`config.mk`:
```
export PLATFORM = sky130hd
export DESIGN_NAME = phase_sweep_sequencer_flat
export DESIGN_NICKNAME = d
export VERILOG_FILES = /design/src/rtl/phase_sweep_sequencer_if.sv /design/src/rtl/phase_sweep_sequencer.sv /design/src/flat_wrapper.sv
export SDC_FILE = /design/constraint.sdc
export NUM_CORES = 1
export LEC_CHECK = 0
export CAP_MARGIN = 20
export CORE_AREA = 4 4 188 136
export DETAILED_ROUTE_END_ITERATION = 6
export DIE_AREA = 0 0 192 140
export PLACE_DENSITY = 0.81
export SYNTH_ARGS = -nofsm -noshare
export SYNTH_HDL_FRONTEND = slang
export SYNTH_SLANG_ARGS = --single-unit
```
`constraint.sdc`:
```
create_clock -name clk -period 7.8 [get_ports clk]
set_input_delay 1.56 -clock clk [delete_from_list [all_inputs] [get_ports clk]]
set_output_delay 1.56 -clock clk [all_outputs]
set_load 0.005 [all_outputs]
```
`src/rtl/phase_sweep_sequencer_if.sv`:
```
// Sweep-sequencer bus: sweep configuration, control pulses, stepper handshake and settled-point status.
// The master modport is the sequencer; the slave modport is the controller/stepper side.
interface phase_sweep_sequencer_if #(
    parameter int PHASE_WIDTH = 32,
    parameter int DWELL_WIDTH = 16
);
    logic signed [PHASE_WIDTH-1:0] cfg_start;
    logic signed [PHASE_WIDTH-1:0] cfg_stop;
    logic        [PHASE_WIDTH-1:0] cfg_step;
    logic        [DWELL_WIDTH-1:0] cfg_dwell;
    logic                          cfg_loop;
    logic                          start;
    logic                          abort;
    logic signed [PHASE_WIDTH-1:0] target;
    logic                          configure;
    logic                          configured;
    logic                          busy;
    logic                          point_valid;
    logic signed [PHASE_WIDTH-1:0] point_phase;
    logic                          done;
    logic                          aborted;
    logic                          error;

    modport master (
        input  cfg_start, cfg_stop, cfg_step, cfg_dwell, cfg_loop, start, abort, configured,
        output target, configure, busy, point_valid, point_phase, done, aborted, error
    );

    modport slave (
        output cfg_start, cfg_stop, cfg_step, cfg_dwell, cfg_loop, start, abort, configured,
        input  target, configure, busy, point_valid, point_phase, done, aborted, error
    );
endinterface

```
`src/rtl/phase_sweep_sequencer.sv`:
```
// Steps the MMCM phase-shift stage through a sweep of absolute phase targets, dwelling at each
// point and flagging it settled for downstream trigger logic.
module phase_sweep_sequencer #(
    parameter int PHASE_WIDTH = 32,
    parameter int DWELL_WIDTH = 16
) (
    input  logic                   clk,
    input  logic                   rst,
    phase_sweep_sequencer_if.master sif
);
    // Two guard bits: cur (signed) plus a full-range unsigned step can exceed PHASE_WIDTH+1 bits.
    localparam int XW = PHASE_WIDTH + 2;

    typedef enum logic [2:0] {IDLE, ISSUE, WAIT_BUSY, WAIT_DONE, DWELL, ADVANCE} state_t;

    state_t                        state;
    logic signed [PHASE_WIDTH-1:0] start_q, stop_q, cur;
    logic        [PHASE_WIDTH-1:0] step_q;
    logic        [DWELL_WIDTH-1:0] dwell_q, cnt;
    logic                          loop_q, dir_up, abort_q;

    logic signed [XW-1:0]          cur_x, step_x, stop_x, sum_x;
    logic signed [PHASE_WIDTH-1:0] next_pt;
    logic                          abort_pend, at_stop;

    always_comb begin
        cur_x   = XW'(cur);
        stop_x  = XW'(stop_q);
        step_x  = {2'b00, step_q};
        sum_x   = dir_up ? (cur_x + step_x) : (cur_x - step_x);
        next_pt = sum_x[PHASE_WIDTH-1:0];
        // Clamping on overshoot of stop also catches signed overflow, since stop is in range.
        if (dir_up ? (sum_x > stop_x) : (sum_x < stop_x))
            next_pt = stop_q;
        abort_pend = abort_q | sif.abort;
        at_stop    = (cur == stop_q);
    end

    always_ff @(posedge clk) begin
        if (rst) begin
            state           <= IDLE;
            start_q         <= '0;
            stop_q          <= '0;
            step_q          <= '0;
            dwell_q         <= '0;
            loop_q          <= 1'b0;
            dir_up          <= 1'b1;
            cur             <= '0;
            cnt             <= '0;
            abort_q         <= 1'b0;
            sif.target      <= '0;
            sif.configure   <= 1'b0;
            sif.busy        <= 1'b0;
            sif.point_valid <= 1'b0;
            sif.point_phase <= '0;
            sif.done        <= 1'b0;
            sif.aborted     <= 1'b0;
            sif.error       <= 1'b0;
        end else begin
            sif.configure   <= 1'b0;
            sif.point_valid <= 1'b0;
            sif.done        <= 1'b0;
            sif.aborted     <= 1'b0;
            if (state != IDLE && sif.abort)
                abort_q <= 1'b1;

            case (state)
                IDLE: begin
                    if (sif.start) begin
                        start_q <= sif.cfg_start;
                        stop_q  <= sif.cfg_stop;
                        step_q  <= sif.cfg_step;
                        dwell_q <= sif.cfg_dwell;
                        loop_q  <= sif.cfg_loop;
                        abort_q <= 1'b0;
                        if (sif.cfg_step == '0) begin
                            sif.error <= 1'b1;
                        end else begin
                            sif.error     <= 1'b0;
                            cur           <= sif.cfg_start;
                            dir_up        <= (sif.cfg_stop >= sif.cfg_start);
                            sif.target    <= sif.cfg_start;
                            sif.configure <= 1'b1;
                            sif.busy      <= 1'b1;
                            state         <= ISSUE;
                        end
                    end
                end
                ISSUE: state <= WAIT_BUSY;
                // Only a fresh low on configured proves the stepper took this request.
                WAIT_BUSY: if (!sif.configured) state <= WAIT_DONE;
                WAIT_DONE: begin
                    if (sif.configured) begin
                        state <= DWELL;
                        cnt   <= dwell_q;
                        if (abort_pend) begin
                            sif.aborted <= 1'b1;
                        end else if (dwell_q == '0) begin
                            sif.point_valid <= 1'b1;
                            sif.point_phase <= cur;
                        end
                    end
                end
                DWELL: begin
                    if (sif.aborted) begin
                        state    <= IDLE;
                        sif.busy <= 1'b0;
                        abort_q  <= 1'b0;
                    end else if (cnt == '0) begin
                        state <= ADVANCE;
                        if (abort_pend) sif.aborted <= 1'b1;
                        else            sif.done    <= at_stop && !loop_q;
                    end else begin
                        cnt <= cnt - DWELL_WIDTH'(1);
                        // Registered pulse lands on the cycle the counter reads zero.
                        if (cnt == DWELL_WIDTH'(1) && !abort_pend) begin
                            sif.point_valid <= 1'b1;
                            sif.point_phase <= cur;
                        end
                    end
                end
                ADVANCE: begin
                    if (sif.aborted) begin
                        state    <= IDLE;
                        sif.busy <= 1'b0;
                        abort_q  <= 1'b0;
                    end else if (at_stop) begin
                        if (loop_q) begin
                            cur           <= start_q;
                            sif.target    <= start_q;
                            sif.configure <= 1'b1;
                            state         <= ISSUE;
                        end else begin
                            state    <= IDLE;
                            sif.busy <= 1'b0;
                            abort_q  <= 1'b0;
                        end
                    end else begin
                        cur           <= next_pt;
                        sif.target    <= next_pt;
                        sif.configure <= 1'b1;
                        state         <= ISSUE;
                    end
                end
                default: state <= IDLE;
            endcase
        end
    end
endmodule

```
`src/flat_wrapper.sv`:
```
// flat-port wrapper written by rule: the top's interface ports become plain ports
module phase_sweep_sequencer_flat 
#(
    parameter int PHASE_WIDTH = 32,
    parameter int DWELL_WIDTH = 16
)
  (clk, rst, sif_cfg_start, sif_cfg_stop, sif_cfg_step, sif_cfg_dwell, sif_cfg_loop, sif_start, sif_abort, sif_configured, sif_target, sif_configure, sif_busy, sif_point_valid, sif_point_phase, sif_done, sif_aborted, sif_error);
  phase_sweep_sequencer_if #(.PHASE_WIDTH(PHASE_WIDTH), .DWELL_WIDTH(DWELL_WIDTH)) sif_i ();
  input  logic clk;
  input  logic rst;
  input wire logic [$bits(sif_i.cfg_start)-1:0] sif_cfg_start;
  input wire logic [$bits(sif_i.cfg_stop)-1:0] sif_cfg_stop;
  input wire logic [$bits(sif_i.cfg_step)-1:0] sif_cfg_step;
  input wire logic [$bits(sif_i.cfg_dwell)-1:0] sif_cfg_dwell;
  input wire logic [$bits(sif_i.cfg_loop)-1:0] sif_cfg_loop;
  input wire logic [$bits(sif_i.start)-1:0] sif_start;
  input wire logic [$bits(sif_i.abort)-1:0] sif_abort;
  input wire logic [$bits(sif_i.configured)-1:0] sif_configured;
  output wire logic [$bits(sif_i.target)-1:0] sif_target;
  output wire logic [$bits(sif_i.configure)-1:0] sif_configure;
  output wire logic [$bits(sif_i.busy)-1:0] sif_busy;
  output wire logic [$bits(sif_i.point_valid)-1:0] sif_point_valid;
  output wire logic [$bits(sif_i.point_phase)-1:0] sif_point_phase;
  output wire logic [$bits(sif_i.done)-1:0] sif_done;
  output wire logic [$bits(sif_i.aborted)-1:0] sif_aborted;
  output wire logic [$bits(sif_i.error)-1:0] sif_error;
  assign sif_i.cfg_start = sif_cfg_start;
  assign sif_i.cfg_stop = sif_cfg_stop;
  assign sif_i.cfg_step = sif_cfg_step;
  assign sif_i.cfg_dwell = sif_cfg_dwell;
  assign sif_i.cfg_loop = sif_cfg_loop;
  assign sif_i.start = sif_start;
  assign sif_i.abort = sif_abort;
  assign sif_i.configured = sif_configured;
  assign sif_target = sif_i.target;
  assign sif_configure = sif_i.configure;
  assign sif_busy = sif_i.busy;
  assign sif_point_valid = sif_i.point_valid;
  assign sif_point_phase = sif_i.point_phase;
  assign sif_done = sif_i.done;
  assign sif_aborted = sif_i.aborted;
  assign sif_error = sif_i.error;
  phase_sweep_sequencer #(.PHASE_WIDTH(PHASE_WIDTH), .DWELL_WIDTH(DWELL_WIDTH)) u_core (.clk(clk), .rst(rst), .sif(sif_i));
endmodule
```
==> summary.md, run 1 <==
| Metric | Value |
|---|---|
| Largest area contributor in the netlist | dfxtp_1 |
| Comb pwr share | about 38% |
| WHS | 453 ps |
| Yosys top cell area share | 31.1% |
| Grt met1 use | 47.5% |
| Crit share post-route | between 90% and 100% |
| Worst setup path endpoint | u_core.cur[14] |
| Flop2flop setup slack | about 640 ps |
| Flop pwr share | 34.2% |
| Detailed Routing Iterations Pass 1 | 6 |
| WP data required | a little over 8000 ps |
| Max_slew headroom | 28.3% |
| Dpl hpwl | between 30000 and 40000 um |
| RSZ-0062 raised after global routing | false |
| Io pins | 188 |
| Count of maximum capacitance violations | 0 |
| Worst Reg2Reg Path Length in Cells | 31 |
| Crit start category | flip-flop |
| Largest cells by area after synthesis | dfxtp_1, ha_1, a21oi_1 |
| Largest net degree at the start of global routing | 109 |
| Layout fillers | 2007 |
| Cell count along the critical path | 31 |
| Status | completed |
| CTS buffer count | 21 |
| Setup TNS Final | 0 ps |
| CP Launch Point | u_core.step_q[0] |
| PostCTS Resize Cnt | 0 |
| Post-synth ARST share | 0% |
| Clock sinks | 204 |
| CTS Hold Bufs | 0 |
| Most frequent cell after synthesis | nand2_1 |
| Worst skew pair latency | 520 ps |
| Placed Cells | between 2000 and 2500 |
| Avg Inst Size Synth | between 7 and 8 um^2 |
| Site row count | between 40 and 50 |
| Crit-path leading delay family | simple AND/OR/NAND/NOR gates |
| Power Density | 234 nW/um^2 |
| VDD IR max | 0.171 mV |
| Ys Warns | 0 |
| Share of cells above drive strength 1 | 4.56% |
| Grt total ovfl | 0 |
| Starting Density | 54.7% |
| First-pass GRT wire length | 66900 um |
| Clk_skew | 13.3 ps |
| Worst path most repeated cell | a21oi_1 |
| Min Tclk post-route | 7160 ps |
| Clk pwr share | 28.2% |
| Die height | around 140 um |
| Fin. max-slew vios | 0 |
| Setup-failing EPs final | 0 |
| N_diodes | 0 |
| Met2 Track Usage GR | 42.8% |
| Met3 Track Usage GR | 8.17% |
| Total wire length | around 43000 um |
| Synthesized cell area | around 13000 um^2 |
| CP peak stage delay | 540 ps |
| Pre-CTS WS | approximately 790 ps |
| Worst r2r src | u_core.step_q[0] |
| Mapped Cells | 1721 |
| Routed WL per cell | 19.7 um |
| Post-synth EDFFs | 0 |
| Die X | 192 um |
| Reg2reg end | u_core.cur[14] |
| Primary FF master, synth | dfxtp_1 |
| Hold path depth | 2 |
| Crit. End Element | flip-flop |
| Cell Count, Final, Fillers Out | 2191 |
| Sw frac | between 30% and 40% |
| Via-to-Cell Ratio | roughly 6 |
| # port buffers | 187 |
| Clock root buffer master | clkbuf_16 |
| DIE AREA | 26900 um^2 |
| PnR worst setup slack | roughly 640 ps |
| CP Max Fanout | 32 |
| Area growth from synthesis to layout | 20.7% |
| WP data arrival | 7510 ps |
| Core area | 24000 um^2 |
| Syn Nets | 1945 |
| Initial antenna violation count | 1 |
| Top cells by count, synth | nand2_1, a21oi_1, dfxtp_1 |
| CTS tree | yes |
| Pleak | ~6.8 nW |
| Final Hold Fails | 0 |
| CTS Buffer Depth | 3 |
| CP bufs+invs | 1 |
| Worst min-delay path class | flip-flop to flip-flop |
| Vias | between 10000 and 15000 |
| Clock transition at path regs | approximately 70 ps |
| CP Class | flip-flop to flip-flop |
| Int Power | between 2 and 2.5 mW |
| Starting DRT DRC Count | 1348 |
| Most crowded layer after global routing | met1 |
| DRC | 0 |
| Switching pwr | 1.38 mW |
| Post-synthesis sequential area ratio | 31.1% |
| Total power | 3.70 mW |
| Nets | 2080 |
| # Post-CTS Setup Buffers | 0 |
| Fmax | 140 MHz |
| Vias in the first global route | 12200 |
| Post-synth cell types | 80 |
| Synthesized flop and latch total | approximately 200 |
| Placer Congestion | just under 1 |
| Overall routing resource usage | 30.8% |
| Worst-margin pin slew | 1080 ps |
| Worst-path cell with the longest stage delay | mux2_4 |
| Detail Route Antenna Nets | 0 |
| H-tree depth | 1 |
## kinds of logic (layout without fill, tap and decap cells)
logic type	Yosys count	count (layout)	share of synthesized area [%]
simple gates	643	643	22.2
buf+inv	179	324	5.34
fa+ha+maj	106	106	10.2
flops	204	204	31.1
compound gates	430	430	19.5
xor+xnor	95	95	6.34
mux	64	64	5.23
## through the flow
step	utilization, %	area (um^2)
floorplan	-	13100
global placement	63.2	15200
detailed placement	63.2	15200
CTS	66.1	15800
global route	66.1	15800
finish	66.1	15800
## final cells by class
type | instances | area (um^2) | share of cell area (%)
multi-input cells | 1338 | 8360 | 52.8
flip-flops and latches | 204 | 4080 | 25.8
repair buffers | 198 | 1960 | 12.4
clock buffers | 25 | 561 | 3.54
well taps | 325 | 407 | 2.57
inverters | 93 | 349 | 2.21
clock inverters | 8 | 119 | 0.751
## state kept, by name (all words and copies together), names as in the netlist
register	flops
u_core.dwell_q	16
u_core.sif.point_valid	1
u_core.cnt	16
u_core.sif.point_phase	32
u_core.sif.configure	1
u_core.sif.busy	1
u_core.stop_q	32
u_core.step_q	32
u_core.dir_up	1
u_core.sif.done	1
u_core.cur	32
u_core.sif.error	1
u_core.state	3
u_core.start_q	32
u_core.loop_q	1
u_core.abort_q	1
u_core.sif.aborted	1
## worst min path at each step
stage | from | end | slack (ps)
5_1_grt | u_core.start_q[11] | u_core.start_q[11] | 470
4_1_cts | u_core.start_q[25] | u_core.start_q[25] | 450
3_3_place_gp | u_core.start_q[7] | u_core.start_q[7] | 440
6_report | u_core.start_q[28] | u_core.start_q[28] | 450
3_5_place_dp | u_core.start_q[25] | u_core.start_q[25] | 440
2_1_floorplan | u_core.start_q[10] | u_core.start_q[10] | 430
## worst min-delay path: stages (launching register included)
cell and delay, ps:
dfxtp_1 310, nand2_1 50, a21oi_1 50
## routing by layer
layer,vias to the layer above,part of all wire (%)
met2,654,39
met5,-,0.016
met1,6148,47
met4,2,2.2
li1,6272,-
met3,69,12
## power groups by stage
stage	Clock, mW	Sequential (mW)	Combinational (mW)
2_1_floorplan	0	1.22	0.991
3_3_place_gp	0	1.28	1.32
3_5_place_dp	0	1.28	1.35
4_1_cts	1.05	1.26	1.36
5_1_grt	1.09	1.27	1.52
6_report	1.04	1.26	1.39
## cells in the final DEF, fill, tap and decap left out, types with 38 or more instances in the layout
cell and n:
a21oi_1 246, clkdlybuf4s50_1 186, dfxtp_1 204, ha_1 105
inv_1 92, mux2i_1 43, nand2_1 310, nand3_1 44
nor2_1 133, nor3_1 38, o21ai_0 53, xor2_1 63
No activity file was read; power rests on OpenSTA's default activity.
==> run 2: changes to the inputs <==
--- a/config.mk
+++ b/config.mk
@@ -9,6 +9,7 @@
 export CORE_AREA = 4 4 188 136
 export DETAILED_ROUTE_END_ITERATION = 6
 export DIE_AREA = 0 0 192 140
+export GPL_ROUTABILITY_DRIVEN = 0
 export PLACE_DENSITY = 0.81
 export SYNTH_ARGS = -nofsm -noshare
 export SYNTH_HDL_FRONTEND = slang
==> run 2 against run 1 <==
Combinational power about the same; register-to-register slack better by 230 ps; first-iteration DRC count decreased by 5.6%; non-clock buffer count did not move; hold slack got worse by 3.3 ps; via count grew 1.4%; clock power about the same; fmax up 3.4%; count of clock-buffer cells in the layout grew 10; critical path type unchanged; critical endpoint is now u_core.cur[2]; largest cell class unchanged.
==> summary.md, run 2 (synthesized netlist as in run 1, its figures left out) <==
| Metric | Value |
|---|---|
| Power Density | 232 nW/um^2 (-0.70%) |
| Max_slew headroom | 27.9% (-0.44 points) |
| CTS buffer count | 22 (+4.8%) |
| Fin. max-slew vios | 0 (unchanged) |
| Layout fillers | 1998 (-0.45%) |
| First-pass GRT wire length | 66700 um (-0.18%) |
| Die height | 140 um (unchanged) |
| Crit-path leading delay family | simple AND/OR/NAND/NOR gates |
| CTS Hold Bufs | 0 (unchanged) |
| Crit share post-route | 88.8% (-3.0 points) |
| Starting Density | 54.7% (unchanged) |
| Overall routing resource usage | 30.6% (-0.16 points) |
| Clk_skew | 11.2 ps (-2.10 ps) |
| Area growth from synthesis to layout | 20.9% |
| Min Tclk post-route | 6920 ps (-233 ps) |
| CP Class | flip-flop to flip-flop |
| Crit start category | flip-flop |
| Reg area | 4080 um^2 (unchanged) |
| Count of maximum capacitance violations | 0 (unchanged) |
| Detail Route Antenna Nets | 0 (unchanged) |
| Placement Cell Area | 15200 um^2 (about the same) |
| Crit. End Element | flip-flop |
| DIE AREA | 26900 um^2 (unchanged) |
| Routed WL per cell | 19.4 um (-1.5%) |
| Grt total ovfl | 0 (unchanged) |
| Detailed Routing Iterations Pass 1 | 7 (+1) |
| Vias | 13300 (+1.4%) |
| Via-to-Cell Ratio | 6.06 (+1.0%) |
| Total wire length | 42500 um (-1.2%) |
| VDD IR max | 0.196 mV (+15%) |
| Worst-margin pin slew | 1070 ps (-7.03 ps) |
| Clock root buffer master | clkbuf_16 |
| Post-route cell area | 15900 um^2 (+0.22%) |
| DRC | 0 (unchanged) |
| Most common cell after layout, fill and taps aside | nand2_1 |
| CTS Buffer Depth | 3 (unchanged) |
| Nets | 2081 (+0.048%) |
| Total power | 3.68 mW (-0.48%) |
| Final Util | 66.2% (+0.15 points) |
| RSZ-0062 raised after global routing | false |
| Most frequent cells in the layout | nand2_1, a21oi_1, dfxtp_1 |
| Clock sinks | 204 (unchanged) |
| Setup-failing EPs final | 0 (unchanged) |
| Worst min-delay path class | flip-flop to flip-flop |
| # port buffers | 187 (unchanged) |
| Io pins | 188 (unchanged) |
| WP data arrival | 7280 ps (-230 ps) |
| Area of the multi-input gates | 8360 um^2 (about the same) |
| Site row count | 48 (unchanged) |
| Vias in the first global route | 12200 (+0.20%) |
| Die X | 192 um (unchanged) |
| Dpl hpwl | 31400 um (-1.8%) |
| CP bufs+invs | 1 (unchanged) |
| Starting DRT DRC Count | 1272 (-5.6%) |
| Worst-path cell with the longest stage delay | mux2_4 |
| CP peak stage delay | 540 ps (about the same) |
| Share of cells above drive strength 1 | 4.65% (+0.092 points) |
| H-tree depth | 1 (unchanged) |
| CTS tree | yes |
| Initial antenna violation count | 0 (-1) |
| Pleak | 6.78 nW (+0.15%) |
| Setup TNS Final | 0 ps (unchanged) |
| WP data required | 8160 ps (about the same) |
| Final Hold Fails | 0 (unchanged) |
| Clock transition at path regs | 60 ps (about the same) |
| Core area | 24000 um^2 (unchanged) |
| Status | completed |
| Fmax | 144 MHz (+3.4%) |
| Largest net degree at the start of global routing | 126 (+16%) |
| Worst skew pair latency | 530 ps (about the same) |
| Flop2flop setup slack | 880 ps (+230 ps) |
| CP Max Fanout | 32 (unchanged) |
| WHS | 449 ps (-3.35 ps) |
## run 2: worst register-to-register path, delay by kind of cell (launching register included)
family | cells | cell delay [ps]
and+or+nand+nor | 15 | 2750
xor gates and xnor gates | 2 | 270
adders and majority gates | 3 | 950
buffers and inverters | 1 | 80
DFF | 1 | 360
AOI/OAI and AO/OA | 6 | 1280
muxes | 3 | 1060
## run 2: metrics by stage
step	setup WS, ps	cells
CTS	801	2197
finish	877	2198
floorplan	1730	1721
global route	243	2197
global placement	1150	2157
detailed placement	852	2158
## run 2: cell type report
type                       count  area share, %
antenna                        1         0.0158
clock buffer                  35           4.16
clock inverter                 4          0.221
inverter                      93           2.20
multi-input combinational   1338           52.7
sequential                   204           25.7
tap                          325           2.56
timing repair buffer         198           12.4
## run 2: power by group
part / total (mW) / internal, mW / switching (mW) / leakage (nW)
registers: 1.27 / 1.13 / 0.138 / 1.67
clock network: 1.03 / 0.581 / 0.445 / 0.342
logic: 1.39 / 0.587 / 0.802 / 4.77
## run 2: final timing paths
check,start,endpoint,cells past startpoint
worst max-delay path,u_core.step_q[0],u_core.cur[2],30
worst min register to register,u_core.start_q[8],u_core.start_q[8],2
worst min-delay path,u_core.start_q[8],u_core.start_q[8],2
worst max register to register,u_core.step_q[0],u_core.cur[2],30
## run 2: what timing repair did
| item | in CTS | in global routing |
|---|---|---|
| setup buffers | 0 | 0 |
| gates resized for setup | 0 | 1 |
| endpoints found under the setup margin | 0 | 1 |
| hold endpoints to repair | 0 | 0 |
## run 2: routing by layer
metal	track usage (%)	vias to the layer above	share of wire (%)
li1	-	6290	-
met1	48.6	6227	46
met2	42.4	749	40
met3	6.20	58	13
met4	6.49	0	1.9
met5	0	-	0
